[config.mk]
export PLATFORM = sky130hd
export DESIGN_NAME = cpu_controller
export DESIGN_NICKNAME = d
export VERILOG_FILES = /design/src/rtl/cpu_ctrl_pkg.sv /design/src/rtl/cpu_controller_instr_decode.sv /design/src/rtl/cpu_controller.sv
export SDC_FILE = /design/constraint.sdc
export NUM_CORES = 1
export LEC_CHECK = 0
export CAP_MARGIN = 0
export CORE_MARGIN = 1.5
export CORE_UTILIZATION = 40
export DETAILED_ROUTE_END_ITERATION = 16
export PLACE_DENSITY = 0.78
export SLEW_MARGIN = 20
export SYNTH_ARGS = -nofsm -noshare
export SYNTH_HDL_FRONTEND = slang
export SYNTH_SLANG_ARGS = --single-unit
[constraint.sdc]
create_clock -name clk -period 1.58 [get_ports clk]
set_clock_uncertainty 0.2 [all_clocks]
set_input_delay 0.316 -clock clk [delete_from_list [all_inputs] [get_ports clk]]
set_output_delay 0.316 -clock clk [all_outputs]
set_load 0.005 [all_outputs]
[src/rtl/cpu_ctrl_pkg.sv]
// Shared types and constants for the 12-bit processor control unit.
// Imported by the instruction decoder and the sequencing FSM.
package cpu_ctrl_pkg;

    localparam int IR_W  = 12;
    localparam int OP_W  = 3;
    localparam int FLD_W = 3;
    localparam int ADR_W = 4;

    localparam logic [OP_W-1:0] OP_LOAD  = 3'b000;
    localparam logic [OP_W-1:0] OP_STORE = 3'b001;
    localparam logic [OP_W-1:0] OP_ADD   = 3'b101;
    localparam logic [OP_W-1:0] OP_SUB   = 3'b110;

    localparam logic ALU_ADD = 1'b0;
    localparam logic ALU_SUB = 1'b1;

    typedef enum logic [2:0] {
        IDLE   = 3'd0,
        FETCH  = 3'd1,
        DECODE = 3'd2,
        MEMRD  = 3'd3,
        WB     = 3'd4,
        STORE  = 3'd5,
        ALU    = 3'd6,
        NOP    = 3'd7
    } state_t;

    typedef struct packed {
        logic [OP_W-1:0]  opcode;
        logic [FLD_W-1:0] rd;
        logic [FLD_W-1:0] ra;
        logic [FLD_W-1:0] rb;
        logic [FLD_W-1:0] rg;
        logic [ADR_W-1:0] addr;
        logic             is_load;
        logic             is_store;
        logic             is_alu;
    } fields_t;

    function automatic logic alu_sel(input logic [OP_W-1:0] op);
        return (op == OP_SUB) ? ALU_SUB : ALU_ADD;
    endfunction

endpackage

[src/rtl/cpu_controller_instr_decode.sv]
// Combinational field extraction for one 12-bit instruction word.
// Class flags are one-hot or all-zero (NOP).
import cpu_ctrl_pkg::*;

module instr_decode (
    input  logic [IR_W-1:0] ir,
    output fields_t         f
);

    always_comb begin
        f          = '0;
        f.opcode   = ir[11:9];
        f.rd       = ir[8:6];
        f.ra       = ir[5:3];
        f.rb       = ir[2:0];
        f.rg       = ir[6:4];
        f.addr     = ir[3:0];
        case (ir[11:9])
            OP_LOAD:  f.is_load  = 1'b1;
            OP_STORE: f.is_store = 1'b1;
            OP_ADD,
            OP_SUB:   f.is_alu   = 1'b1;
            default:  ;
        endcase
    end

endmodule

[src/rtl/cpu_controller.sv]
// Sequencing FSM: fetch, decode and execute one instruction per start.
// Fields are latched in DECODE so later ir changes cannot disturb execution.
import cpu_ctrl_pkg::*;

module cpu_controller #(
    parameter int RF_AW = 3,
    parameter int DM_AW = 4
) (
    input  logic             clk,
    input  logic             reset,
    input  logic             start,
    input  logic             mode,
    input  logic [11:0]      ir,
    output logic             ir_ld,
    output logic             ir_sel,
    output logic             pc_en,
    output logic             rf_we,
    output logic             rf_wsel,
    output logic [RF_AW-1:0] rf_waddr,
    output logic [RF_AW-1:0] rf_raddr_a,
    output logic [RF_AW-1:0] rf_raddr_b,
    output logic             alu_op,
    output logic [DM_AW-1:0] dm_addr,
    output logic             dm_we,
    output logic             busy,
    output logic             done
);

    state_t  state;
    state_t  state_n;
    logic    mode_q;
    fields_t dec;
    fields_t lat;

    instr_decode u_dec (
        .ir (ir),
        .f  (dec)
    );

    always_ff @(posedge clk) begin
        if (!reset) begin
            state  <= IDLE;
            mode_q <= 1'b0;
            lat    <= '0;
        end else begin
            state <= state_n;
            if (state == IDLE && start) begin
                mode_q <= mode;
            end
            if (state == DECODE) begin
                lat <= dec;
            end
        end
    end

    always_comb begin
        state_n = state;
        unique case (state)
            IDLE:   if (start) state_n = FETCH;
            FETCH:  state_n = DECODE;
            DECODE: begin
                unique case (1'b1)
                    dec.is_load:  state_n = MEMRD;
                    dec.is_store: state_n = STORE;
                    dec.is_alu:   state_n = ALU;
                    default:      state_n = NOP;
                endcase
            end
            MEMRD:  state_n = WB;
            WB,
            STORE,
            ALU,
            NOP:    state_n = IDLE;
            default: state_n = IDLE;
        endcase
    end

    // Moore outputs: only state and latched fields, never live ir/mode.
    always_comb begin
        ir_ld      = 1'b0;
        ir_sel     = 1'b0;
        pc_en      = 1'b0;
        rf_we      = 1'b0;
        rf_wsel    = 1'b0;
        rf_waddr   = '0;
        rf_raddr_a = '0;
        rf_raddr_b = '0;
        alu_op     = ALU_ADD;
        dm_addr    = '0;
        dm_we      = 1'b0;
        busy       = (state != IDLE);
        done       = 1'b0;
        unique case (state)
            FETCH: begin
                ir_ld  = 1'b1;
                ir_sel = mode_q;
                pc_en  = ~mode_q;
            end
            MEMRD: begin
                dm_addr = DM_AW'(lat.addr);
            end
            WB: begin
                dm_addr  = DM_AW'(lat.addr);
                rf_wsel  = 1'b1;
                rf_waddr = RF_AW'(lat.rg);
                rf_we    = 1'b1;
                done     = 1'b1;
            end
            STORE: begin
                dm_addr    = DM_AW'(lat.addr);
                rf_raddr_a = RF_AW'(lat.rg);
                dm_we      = 1'b1;
                done       = 1'b1;
            end
            ALU: begin
                rf_raddr_a = RF_AW'(lat.ra);
                rf_raddr_b = RF_AW'(lat.rb);
                rf_waddr   = RF_AW'(lat.rd);
                alu_op     = alu_sel(lat.opcode);
                rf_we      = 1'b1;
                done       = 1'b1;
            end
            NOP: begin
                done = 1'b1;
            end
            default: ;
        endcase
    end

endmodule

* Word-level counts from Yosys, hierarchy flattened
Index checks and enable logic that the tools add are counted.
Cells by class: bitwise logic cells 1, mux-type cells 19, eq/ne operators 12, reduce and logical (&&, ||, !) cells 8
Operators by type and width (count):
- 3-bit == test (second input constant) | 7
- 3-bit case mux with 5 select lines | 1
- 1-bit two-way mux | 12
- 3-bit case mux with 2 select lines | 2
- 3-bit case mux with 3 select lines | 1
- 3-bit by 1-bit == test with 1-bit output (second input constant) | 2
- 3-bit by 2-bit == test with 1-bit output (second input constant) | 2
- 3-bit logical NOT | 2
- 3-bit two-way mux | 2
- 4-bit two-way mux | 1
- 2-bit OR reduction | 2
- 4-bit OR reduction | 1
- 3-bit nonzero test | 1
- 3-bit OR reduction | 1
- 2-bit inequality test (second input constant) | 1
- 1-bit logical AND | 1
- 1-bit inverter | 1
Word-level totals: flip-flop bits (word level) 23, word-level logic and storage cells 48

* Logic depth before layout (Yosys ltp)
Gate-level depths: netlist of the first run.
word-level depth 5, depth in mapped cells 5, mapped depth without buffers 3

* By module
A second synthesis of the first run with hierarchy kept.
Unflattened totals: cell total of the unflattened synthesis 159, area, all modules 1352.5 µm²
By module, submodules not included:
- cpu_controller | seq. area each 460.4 µm², instances 1, cells each 136, area an instance 1182.4 µm²
- instr_decode | seq. area each 0.0 µm², instances 1, cells each 23, area an instance 170.2 µm²

* Least setup slack after synthesis of the first run
Ideal clock, no wire load.
kind register -> output, from reg state[0], to out rf_raddr_a[0], buffers on the path 1, required time 1064 ps, arrival time 1043 ps, cell stages (with the launch flop) 5, path slack 21 ps, cells stage by stage dfxtp_1 > buf_2 > nand2b_1 > inv_1 > a32o_1
Between the ends: longest elaborated chain between the ends 2, elaborated cells between the ends (all ways) 3
RTL lines:
- start: declaration | RTL line cpu_controller.sv:29 | state_t state;
- start signal: assignment | RTL line cpu_controller.sv:46 | state <= state_n;
- 3-bit == test | RTL line cpu_controller.sv:93 | unique case (state)
- 3-bit case mux with 2 select lines * | RTL line cpu_controller.sv:93
- end: declaration | RTL line cpu_controller.sv:20 | output logic [RF_AW-1:0] rf_raddr_a,
Every way passes the cells marked *; elsewhere a longest branch is shown, timed or not.

* Worst setup path in the final report of the first run
from reg state[0], to out rf_raddr_a[1]
Same word-level chain as after synthesis.

==> summary.txt, run 1 <==
Placed design
  – Placed cell count: 175
  – Final GP Congestion: 0.804
  – PortBufs: 37
  – Dpl hpwl: 1.78 mm
  – Dpl ws: -0.340 ns

Min path
  – Hold crit path type: flop to flop

Setup path
  – Required time worst endpoint: about 1.1 ns
  – Critical path launch point type: flop
  – FF-to-FF setup slack: -0.07 ns
  – Critical path class: flop to primary output
  – CP Max Fanout: 5
  – Crit. End Element: primary output
  – Worst EP arrival: 1.35 ns

Run
  – Max-cap viol count: 0

Clock network
  – Root Driver: clkbuf_4
  – Clock Latency Late Sink: slightly below 0.3 ns
  – H-tree depth: 1
  – # clock sinks: 16
  – # hold bufs at CTS: 0
  – Clock transition at path regs: approximately 0.11 ns
  – CTS tree: done
  – CTS Buf Count: 3
  – Clock buffer depth: 2

Floorplanning
  – # rows: 16
  – I/O Pins: 38
  – Initial Util: 42.4%
  – Total die area: 0.00236 mm^2
  – Die Height: 48.6 um
  – Core box area: 0.00196 mm^2
  – Die Wd: between 40 and 50 um

Synthesis
  – Share of the yosys chip area belonging to registers: 38.5%
  – Yosys cell types: 28
  – Syn_area_per_cell: 8.00 um^2
  – Top cells by area, synth: dfxtp_1, nand2_1, a21boi_1
  – Synth Instances: roughly 100
  – Syn nets: 120
  – Top cell type's share of synthesized area: 38.5%
  – Synth warn: 0
  – FF+latch count, synth: 16
  – Mapped Area: 832 um^2
  – Yosys top cell by area: dfxtp_1

Global route
  – Vias in the first global route: 975
  – Gr ovfl total: 0
  – Total track usage: about a quarter
  – Antenna violations before repair: 0
  – Maximum number of pins on one net before global-route repair: 14
  – First-pass GRT wire length: ~4.7 mm

Power and ir drop
  – PwrDens: 723 mW/mm^2
  – Worst vdd rail ir drop: 0.482 mV
  – Leakage: 0.618 nW
  – Power Total: 1.05 mW

Finish
  – Antenna cell count: 0
  – Fillers: between 100 and 150
  – Commonest non-fill, non-tap cell in the layout: nand2_1
  – Nets: 179
  – Most frequent cells in the layout: nand2_1, buf_2, buf_4
  – Util after Layout: 74.0%
  – Syn-to-layout area delta: 74.4%
  – Final std cells w/o fill: 189
  – Share of cells above drive strength 1: 42.0%

Timing
  – Worst Max-Slew Pin Slew: 0.313 ns
  – PnR worst setup slack: -0.288 ns
  – Fin crit share: 118%
  – Fin. Hold Viols: 0
  – RSZ-0062 raised after global routing: yes
  – Fin Setup TNS: -4.34 ns
  – Slew HR: 78.9%
  – Final setup violation count: 28
  – Slew Viols, Final: 0
  – FMAX: 535 MHz
  – Final min period: 1.87 ns

Routing
  – Post-route ant nets: 0
  – Routed len/inst: roughly 16 um
  – Via/cell ratio: 5.32
  – Iteration-0 DRC Markers: 27
  – Routed WL: 3.03 mm
  – Via Count: 1005
  – Drt drc: 0
  – Pre-Repair DR Iteration Count: 4

Run status
  – Failing checks: setup timing
  – Status: complete, but fails checks
-- state kept, by name, summed over array words and instances, names as in the netlist --
register  cells
mode_q        1
state         3
lat          12
-- path summary, 6_finish.rpt --
check | end | cells past startpoint | start
setup reg to reg | state[0] | 5 | state[0]
hold reg to reg | lat[21] | 2 | lat[21]
hold / removal | lat[21] | 2 | lat[21]
setup / recovery | rf_raddr_a[1] | 5 | state[0]
-- power by group --
part | internal, mW | switching [mW]
Sequential | 0.430 | 0.0319
Clock | 0.140 | 0.140
Combinational | 0.173 | 0.133
Total | 0.744 | 0.305
-- metrics by stage --
| stage | area [um^2] | hold slack [ns] |
|---|---|---|
| floorplan | 832 | 0.235 |
| global placement | 1300 | 0.244 |
| detailed placement | 1300 | 0.258 |
| CTS | 1400 | 0.271 |
| global route | 1450 | 0.305 |
| finish | 1450 | 0.267 |
-- layer usage --
metal	global-route usage [%]	wire [um]	vias up
li1	-	-	472
met1	29.4	1270	483
met2	46.1	1530	42
met3	3.40	136	8
met4	13.8	91	0
met5	0	0	-
-- cell families (layout without fill, tap and decap cells) --
kind of cell | after synthesis | count (layout) | synth area share (%)
flip-flops | 16 | 16 | 38.5
buffers and inverters | 9 | 67 | 5.56
XOR/XNOR | 1 | 1 | 1.05
multiplexers | 3 | 3 | 3.61
AO/OA/AOI/OAI | 21 | 21 | 18.8
AND/OR/NAND/NOR | 54 | 54 | 32.5
-- worst max-delay path, stage by stage, from the launching register on --
cell and delay (ns):
dfxtp_4 0.39, nand2b_4 0.15, inv_4 0.05, buf_6 0.11, a32o_1 0.24, buf_2 0.12
-- cell type report --
cell class	count	area (um^2)	share of cell area (%)
inverters	2	12.5	0.862
well taps	27	33.8	2.33
multi-input cells	79	536	36.9
clock buffers	4	36.3	2.50
flip-flops and latches	16	332	22.8
repair buffers	61	502	34.6
-- what timing repair did --
| item | in CTS | in global routing |
|---|---|---|
| endpoints found under the setup margin | 22 | 36 |
| endpoints found under the hold margin | 0 | 0 |
| cloned | 0 | 0 |
| gates resized for setup | 113 | 12 |
| pin swaps | 7 | 6 |
| buffers inserted | 8 | 2 |
-- cells in the mapped netlist --
cell type   n
a21boi_0    2
a32o_1      3
and3b_1     1
and2_1      1
nand2b_1    3
nor3b_2     1
a21oi_1     3
mux2i_1     3
o21ai_0     1
a21boi_1   10
inv_1       2
and3_1      4
a211o_1     1
nor3_1      2
buf_2       4
xor2_1      1
o21a_1      1
clkbuf_1    2
or3_1       1
nor4b_1     1
nand3_1     1
nor2_1      6
nor4_1      2
nand2_1    26
nor2b_1     4
buf_6       1
or3b_4      1
dfxtp_1    16
(Power assumes the default switching activity.)
==> run 2: changes to the inputs <==
--- a/config.mk
+++ b/config.mk
@@ -10,6 +10,7 @@
 export CORE_UTILIZATION = 40
 export DETAILED_ROUTE_END_ITERATION = 16
 export PLACE_DENSITY = 0.78
+export SETUP_SLACK_MARGIN = 0.3
 export SLEW_MARGIN = 20
 export SYNTH_ARGS = -nofsm -noshare
 export SYNTH_HDL_FRONTEND = slang
==> summary.txt, run 2 (same netlist as run 1, synthesis figures left out) <==
Routing
  – Routed WL: 3.61 mm (was 3.03 mm)
  – Pre-Repair DR Iteration Count: 4 (unchanged)
  – Via Count: 1088 (was 1005)
  – Routed len/inst: 18.1 um (was 16.0 um)
  – Drt drc: 0 (unchanged)
  – Via/cell ratio: 5.47 (was 5.32)
  – Post-route ant nets: 0 (unchanged)
  – Iteration-0 DRC Markers: 34 (was 27)

Setup path
  – Required time worst endpoint: 1.06 ns (about the same)
  – Worst EP arrival: 1.40 ns (was 1.35 ns)
  – Largest stage delay, worst path: 0.41 ns (was 0.39 ns)
  – CP Cell Sequence: inv_4 -> and3_4 -> buf_6 -> a32o_1 -> buf_2 (was nand2b_4 -> inv_4 -> buf_6 -> a32o_1 -> buf_2)
  – CP max stage cell: dfxtp_4 (unchanged)
  – Critical path class: flop to primary output (unchanged)
  – CP Max Fanout: 5 (unchanged)
  – Critical path launch point type: flop (unchanged)
  – Crit. End Element: primary output (unchanged)

Power and ir drop
  – Clk network pwr share: 24.5% (was 26.7%)
  – PwrDens: 689 mW/mm^2 (was 723 mW/mm^2)
  – Comb power frac: 34.8% (was 29.2%)
  – Leakage: 0.713 nW (was 0.618 nW)
  – Net switching power: 0.352 mW (was 0.305 mW)
  – Worst vdd rail ir drop: 0.594 mV (was 0.482 mV)
  – Sw frac: 30.6% (was 29.1%)
  – Pint: 0.796 mW (was 0.744 mW)
  – Sequential Power Share: 40.7% (was 44.1%)
  – Power Total: 1.15 mW (was 1.05 mW)

Placed design
  – PortBufs: 37 (unchanged)
  – Final GP Congestion: 0.795 (was 0.804)
  – Dpl hpwl: 1.68 mm (was 1.78 mm)
  – Dpl ws: -0.261 ns (was -0.340 ns)
  – DP Area: 0.00133 mm^2 (was 0.00130 mm^2)

Floorplanning
  – I/O Pins: 38 (unchanged)
  – # rows: 16 (unchanged)
  – Initial Util: 42.4% (unchanged)
  – Core box area: 0.00196 mm^2 (unchanged)
  – Die Height: 48.6 um (unchanged)
  – Die Wd: 48.6 um (unchanged)
  – Total die area: 0.00236 mm^2 (unchanged)

Finish
  – Top Registers: lat: 12 flops, state: 3 flops, mode_q: 1 flops (unchanged)
  – Share of cells above drive strength 1: 59.3% (was 42.0%)
  – Commonest non-fill, non-tap cell in the layout: buf_6 (was nand2_1)
  – Flip-flop count of the largest register after layout: 12 (unchanged)
  – Final Cell Area: 0.00167 mm^2 (was 0.00145 mm^2)
  – Syn-to-layout area delta: 100% (was 74.4%)
  – Most frequent cells in the layout: buf_6, buf_4, buf_2 (was nand2_1, buf_2, buf_4)
  – Nets: 189 (was 179)
  – Biggest register: lat (unchanged)
  – Antenna cell count: 0 (unchanged)
  – Fillers: 113 (was 149)

Run status
  – Status: complete, but fails checks (unchanged)
  – Failing checks: setup timing (unchanged)

Clock network
  – Clock Latency Late Sink: 0.29 ns (about the same)
  – H-tree depth: 1 (unchanged)
  – # clock sinks: 16 (unchanged)
  – Clock buffer depth: 2 (unchanged)
  – Clock transition at path regs: 0.10 ns (was 0.11 ns)
  – CTS tree: done (unchanged)
  – # hold bufs at CTS: 0 (unchanged)
  – CTS Buf Count: 3 (unchanged)
  – Root Driver: clkbuf_4 (unchanged)

Global route
  – Gr ovfl total: 0 (unchanged)
  – Antenna violations before repair: 0 (unchanged)
  – Total track usage: 26.8% (was 25.7%)
  – First-pass GRT wire length: 4.88 mm (was 4.65 mm)
  – Vias in the first global route: 1007 (was 975)
  – Maximum number of pins on one net before global-route repair: 14 (unchanged)

Timing
  – Fin crit share: 121% (was 118%)
  – Final min period: 1.91 ns (was 1.87 ns)
  – PnR worst setup slack: -0.332 ns (was -0.288 ns)
  – Hold_ws: 0.195 ns (was 0.267 ns)
  – Worst Max-Slew Pin Slew: 0.286 ns (was 0.313 ns)
  – RSZ-0062 raised after global routing: yes (unchanged)
  – Slew Viols, Final: 0 (unchanged)
  – Slew HR: 80.7% (was 78.9%)
  – FMAX: 523 MHz (was 535 MHz)
  – Fin. Hold Viols: 0 (unchanged)
  – Final setup violation count: 21 (was 28)

Run
  – Max-cap viol count: 0 (unchanged)

Min path
  – Hold crit path type: primary input to flop (was flop to flop)
run 2: layout make-up:
type	instances	area (um^2)	area share, %
timing repair buffer	71	614	36.9
sequential	16	332	19.9
tap	27	33.8	2.03
multi-input combinational	79	638	38.3
inverter	2	12.5	0.751
clock buffer	4	36.3	2.18
run 2: path summary, 6_finish.rpt:
| check | startpoint | to | slack, ns | cells past startpoint |
|---|---|---|---|---|
| setup / recovery | state[1] | rf_raddr_a[1] | -0.33 | 5 |
| hold / removal | reset | mode_q | 0.20 | 3 |
| setup reg to reg | state[1] | lat[19] | 0.02 | 6 |
| hold reg to reg | lat[21] | lat[21] | 0.27 | 2 |
run 2: power by group through the flow:
stage | Clock [mW] | Sequential [mW] | Combinational, mW
5_1_grt | 0.303 | 0.469 | 0.423
3_3_place_gp | 0 | 0.465 | 0.242
3_5_place_dp | 0 | 0.467 | 0.247
6_report | 0.281 | 0.466 | 0.400
4_1_cts | 0.289 | 0.459 | 0.307
2_1_floorplan | 0 | 0.455 | 0.133
run 2: what timing repair did:
item | 4_1_cts | 5_1_grt
resized for setup | 126 | 34
setup endpoints to repair | 37 | 37
pin swaps | 11 | 19
gates cloned | 0 | 1
setup buffers | 14 | 5
run 2: stage by stage:
stage | setup TNS, ns | instances | util (%)
after CTS | -3.93 | 193 | 76.3
after detailed placement | -3.96 | 175 | 67.7
after global placement | -3.56 | 175 | 67.7
final | -5.08 | 199 | 84.9
after global routing | -6.08 | 199 | 84.9
after floorplan | 0 | 104 | -
run 2: routing by layer:
layer	vias to the layer above	share of wire (%)	GRT usage, %
li1	492	-	-
met1	523	41	29.6
met2	59	49	48.4
met3	14	6.1	6.48
met4	0	3.6	11.4
met5	-	0	0
run 2: critical path: cells and delay by family (launching register included):
family,cells,cell delay [ns]
AOI/OAI and AO/OA,1,0.22
buffers and inverters,3,0.31
DFF,1,0.41
and+or+nand+nor,1,0.16
==> run 3: changes to the inputs <==
--- a/config.mk
+++ b/config.mk
@@ -7,9 +7,10 @@
 export LEC_CHECK = 0
 export CAP_MARGIN = 0
 export CORE_MARGIN = 1.5
-export CORE_UTILIZATION = 40
+export CORE_UTILIZATION = 42
+export CTS_BUF_LIST = sky130_fd_sc_hd__clkbuf_2
 export DETAILED_ROUTE_END_ITERATION = 16
-export PLACE_DENSITY = 0.78
+export PLACE_DENSITY = 0.81
 export SETUP_SLACK_MARGIN = 0.3
 export SLEW_MARGIN = 20
 export SYNTH_ARGS = -nofsm -noshare
==> summary.txt, run 3 <==
Run status
  – Status: did not finish (was complete, but fails checks)
  – Stop stage: global routing
  – First error message: [ERROR DPL-0038] Utilization greater than 100%, impossible to legalize

Synthesis
  – Top cell type's share of synthesized area: 38.5% (unchanged)
  – Most numerous cell in the Yosys netlist: nand2_1 (unchanged)
  – Synth cell count leaders: nand2_1, dfxtp_1, a21boi_1, nor2_1 (unchanged)
  – Ys async rst share: 0% (unchanged)
  – Post-synth EDFFs: 0 (unchanged)
  – Syn_area_per_cell: 8.00 um^2 (unchanged)
  – Synth Instances: 104 (unchanged)
  – FF+latch count, synth: 16 (unchanged)
  – Yosys cell types: 28 (unchanged)
  – Top FF cell, synth: dfxtp_1 (unchanged)
  – Synth warn: 0 (unchanged)
  – Yosys top cell by area: dfxtp_1 (unchanged)
  – Share of the yosys chip area belonging to registers: 38.5% (unchanged)
  – Top cells by area, synth: dfxtp_1, nand2_1, a21boi_1 (unchanged)
  – Syn nets: 120 (unchanged)
  – Mapped Area: 832 um^2 (unchanged)

Clock network
  – H-tree depth: 1 (unchanged)
  – Root Driver: clkbuf_2 (was clkbuf_4)
  – Clock buffer depth: 2 (unchanged)
  – CTS Buf Count: 3 (unchanged)
  – # clock sinks: 16 (unchanged)

Placed design
  – DP Area: 0.00136 mm^2 (was 0.00133 mm^2)
  – PortBufs: 37 (unchanged)
  – Dpl hpwl: 1.74 mm (was 1.68 mm)
  – Final GP Congestion: 0.749 (was 0.795)
  – Placed cell count: 177 (was 175)

Timing
  – Worst setup endpoint GRT: dm_addr[0]
  – Worst ep type: primary output

Floorplanning
  – # rows: 15 (was 16)
  – Die Height: 47.5 um (was 48.6 um)
  – I/O Pins: 38 (unchanged)
  – Die Wd: 47.5 um (was 48.6 um)
  – Initial Util: 46.2% (was 42.4%)

Global route
  – Maximum number of pins on one net before global-route repair: 10
## run 3: repair_timing
action,in CTS
endpoints found under the setup margin,37
hold buffers,0
buffers inserted,14
resized for setup,140
pin swaps,20
cloned,2
endpoints found under the hold margin,0
## run 3: logic make-up after synthesis
group | share of synthesized area (%)
AO/OA/AOI/OAI | 18.8
multiplexers | 3.61
buffers and inverters | 5.56
flip-flops | 38.5
AND/OR/NAND/NOR | 32.5
XOR/XNOR | 1.05
## run 3: metrics by stage
stage | utilization [%] | setup TNS [ns] | setup slack (ns)
after floorplan | - | 0 | 0.206
after global placement | 75.3 | -3.43 | -0.277
after detailed placement | 75.3 | -4.05 | -0.264
after CTS | 88.3 | -4.08 | -0.285
==> run 4: changes to the inputs <==
--- a/config.mk
+++ b/config.mk
@@ -6,12 +6,10 @@
 export NUM_CORES = 1
 export LEC_CHECK = 0
 export CAP_MARGIN = 0
-export CORE_MARGIN = 1.5
-export CORE_UTILIZATION = 42
-export CTS_BUF_LIST = sky130_fd_sc_hd__clkbuf_2
+export CORE_AREA = 2 2 63 65
 export DETAILED_ROUTE_END_ITERATION = 16
-export PLACE_DENSITY = 0.81
-export SETUP_SLACK_MARGIN = 0.3
+export DIE_AREA = 0 0 65 67
+export PLACE_DENSITY_LB_ADDON = 0.15
 export SLEW_MARGIN = 20
 export SYNTH_ARGS = -nofsm -noshare
 export SYNTH_HDL_FRONTEND = slang
==> summary.txt, run 4 (same netlist as run 1, synthesis figures left out) <==
Timing
  – Fin crit share: 115%
  – Worst Max-Slew Pin Slew: about 0.26 ns
  – Slew HR: 82.4%
  – Slew Viols, Final: 0
  – Final setup violation count: 20
  – RSZ-0062 raised after global routing: yes
  – FMAX: 549 MHz
  – Final min period: 1.82 ns
  – Fin. Hold Viols: 0
  – Hold_ws: 0.253 ns
  – PnR worst setup slack: -0.242 ns

Global route
  – Gr ovfl total: 0
  – Vias in the first global route: 908
  – Antenna violations before repair: 0
  – Total track usage: 13.2%
  – Maximum number of pins on one net before global-route repair: 14
  – First-pass GRT wire length: around 4.2 mm

Placed design
  – PortBufs: 37 (unchanged)
  – Placed cell count: 201 (was 177)
  – DP Area: 0.00137 mm^2 (was 0.00136 mm^2)
  – Dpl hpwl: 1.93 mm (was 1.74 mm)
  – Final GP Congestion: 0.716 (was 0.749)

Setup path
  – RR Endpoint: state[0]
  – Required time worst endpoint: 1.06 ns
  – CP startpoint: state[2]
  – CP max stage cell: dfxtp_4
  – RR Startpoint: state[0]
  – CP endpoint: dm_addr[3]
  – Cells on worst reg2reg path: 5
  – Crit. End Element: primary output
  – CP Cell Sequence: and3b_1 -> a21oi_2 -> buf_4 -> nor2b_1 -> buf_2
  – Largest stage delay, worst path: 0.38 ns
  – CP Max Fanout: 5
  – FF-to-FF setup slack: 0.02 ns
  – Critical path class: flop to primary output
  – Worst EP arrival: 1.31 ns
  – Critical path launch point type: flop

Finish
  – Nets: 185
  – Flip-flop count of the largest register after layout: 12
  – Most frequent cells in the layout: nand2_1, buf_6, buf_4
  – Fillers: 363
  – FF+latch area: 332 um^2
  – Biggest register: lat
  – Top Registers: lat: 12 flops, state: 3 flops, mode_q: 1 flops
  – Syn-to-layout area delta: 97.3%
  – Final std cells w/o fill: 216
  – Multi-input gate area: 597 um^2
  – Share of cells above drive strength 1: between 50% and 60%
  – Final Cell Area: 0.00164 mm^2
  – Antenna cell count: 0
  – Commonest non-fill, non-tap cell in the layout: nand2_1

Floorplanning
  – Core box area: ~0.0036 mm^2
  – Die Height: 67 um (was 47.5 um)
  – # rows: 22 (was 15)
  – Die Wd: 65 um (was 47.5 um)
  – I/O Pins: 38 (unchanged)
  – Initial Util: 23.1% (was 46.2%)
  – Total die area: 0.00436 mm^2

Clock network
  – Root Driver: clkbuf_8 (was clkbuf_2)
  – # clock sinks: 16 (unchanged)
  – Clock Latency Late Sink: ~0.25 ns
  – CTS tree: done
  – CTS Buf Count: 3 (unchanged)
  – Clock buffer depth: 2 (unchanged)
  – H-tree depth: 1 (unchanged)
  – Clock transition at path regs: 0.07 ns

Power and ir drop
  – PwrDens: 726 mW/mm^2
  – Worst vdd rail ir drop: 0.254 mV
  – Leakage: 0.678 nW

Min path
  – Hold crit path type: flop to flop

Run status
  – Status: complete, but fails checks (was did not finish)
  – Failing checks: setup timing

Run
  – Max-cap viol count: 0

Routing
  – Routed len/inst: 12.3 um
  – Drt drc: 0
  – Via Count: between 900 and 1000
  – Routed WL: 2.65 mm
  – Via/cell ratio: 4.38
  – Iteration-0 DRC Markers: 26
  – Pre-Repair DR Iteration Count: 4
  – Post-route ant nets: 0
==> run 4: cell type report <==
class | instances | share of cell area, %
clock buffer | 4 | 3.35
tap | 48 | 3.66
timing repair buffer | 67 | 35.8
multi-input combinational | 79 | 36.4
sequential | 16 | 20.2
inverter | 2 | 0.610
==> run 4: worst min path at each step <==
stage,startpoint,endpoint,slack [ns],depth (start not counted)
detailed placement,lat[20],lat[20],0.25,2
global route,lat[20],lat[20],0.28,2
floorplan,lat[17],lat[17],0.23,2
CTS,lat[20],lat[20],0.26,2
finish,lat[20],lat[20],0.25,2
global placement,lat[18],lat[18],0.24,2
==> run 4: critical path: cells and delay by family, from the launching register on <==
kind	cells	cell delay, ns
AOI/OAI and AO/OA	1	0.19
buffers and inverters	2	0.26
DFF	1	0.38
and+or+nand+nor	2	0.22
==> run 4: what timing repair did <==
action                                 4_1_cts  5_1_grt
hold buffers                                 0        0
pin swaps                                    9        9
endpoints found under the hold margin        0        0
cloned                                       0        0
setup endpoints to repair                   22       36
buffers inserted                             9        4
resized for setup                          114       27
==> run 4: stage by stage <==
stage	setup TNS, ns	setup slack (ns)	total power, mW	utilization, %
finish	-2.66	-0.242	1.19	45.5
CTS	-2.42	-0.242	1.15	42.1
detailed placement	-5.95	-0.370	0.727	37.9
floorplan	0	0.0212	0.570	-
global route	-3.98	-0.297	1.27	45.5
global placement	-5.64	-0.335	0.723	37.9
==> run 4: layer usage <==
| metal | routed length (um) | global-route usage, % | up-vias |
|---|---|---|---|
| met5 | 0 | 0 | - |
| met4 | 27 | 6.38 | 0 |
| met3 | 89 | 2.87 | 2 |
| met2 | 1410 | 24.4 | 20 |
| met1 | 1120 | 14.3 | 445 |
| li1 | - | - | 480 |
==> run 4: where the power goes <==
part           leakage, nW  internal [mW]  switching, mW
combinational        0.517          0.222          0.148
clock               0.0288          0.221          0.145
sequential           0.132          0.431         0.0266
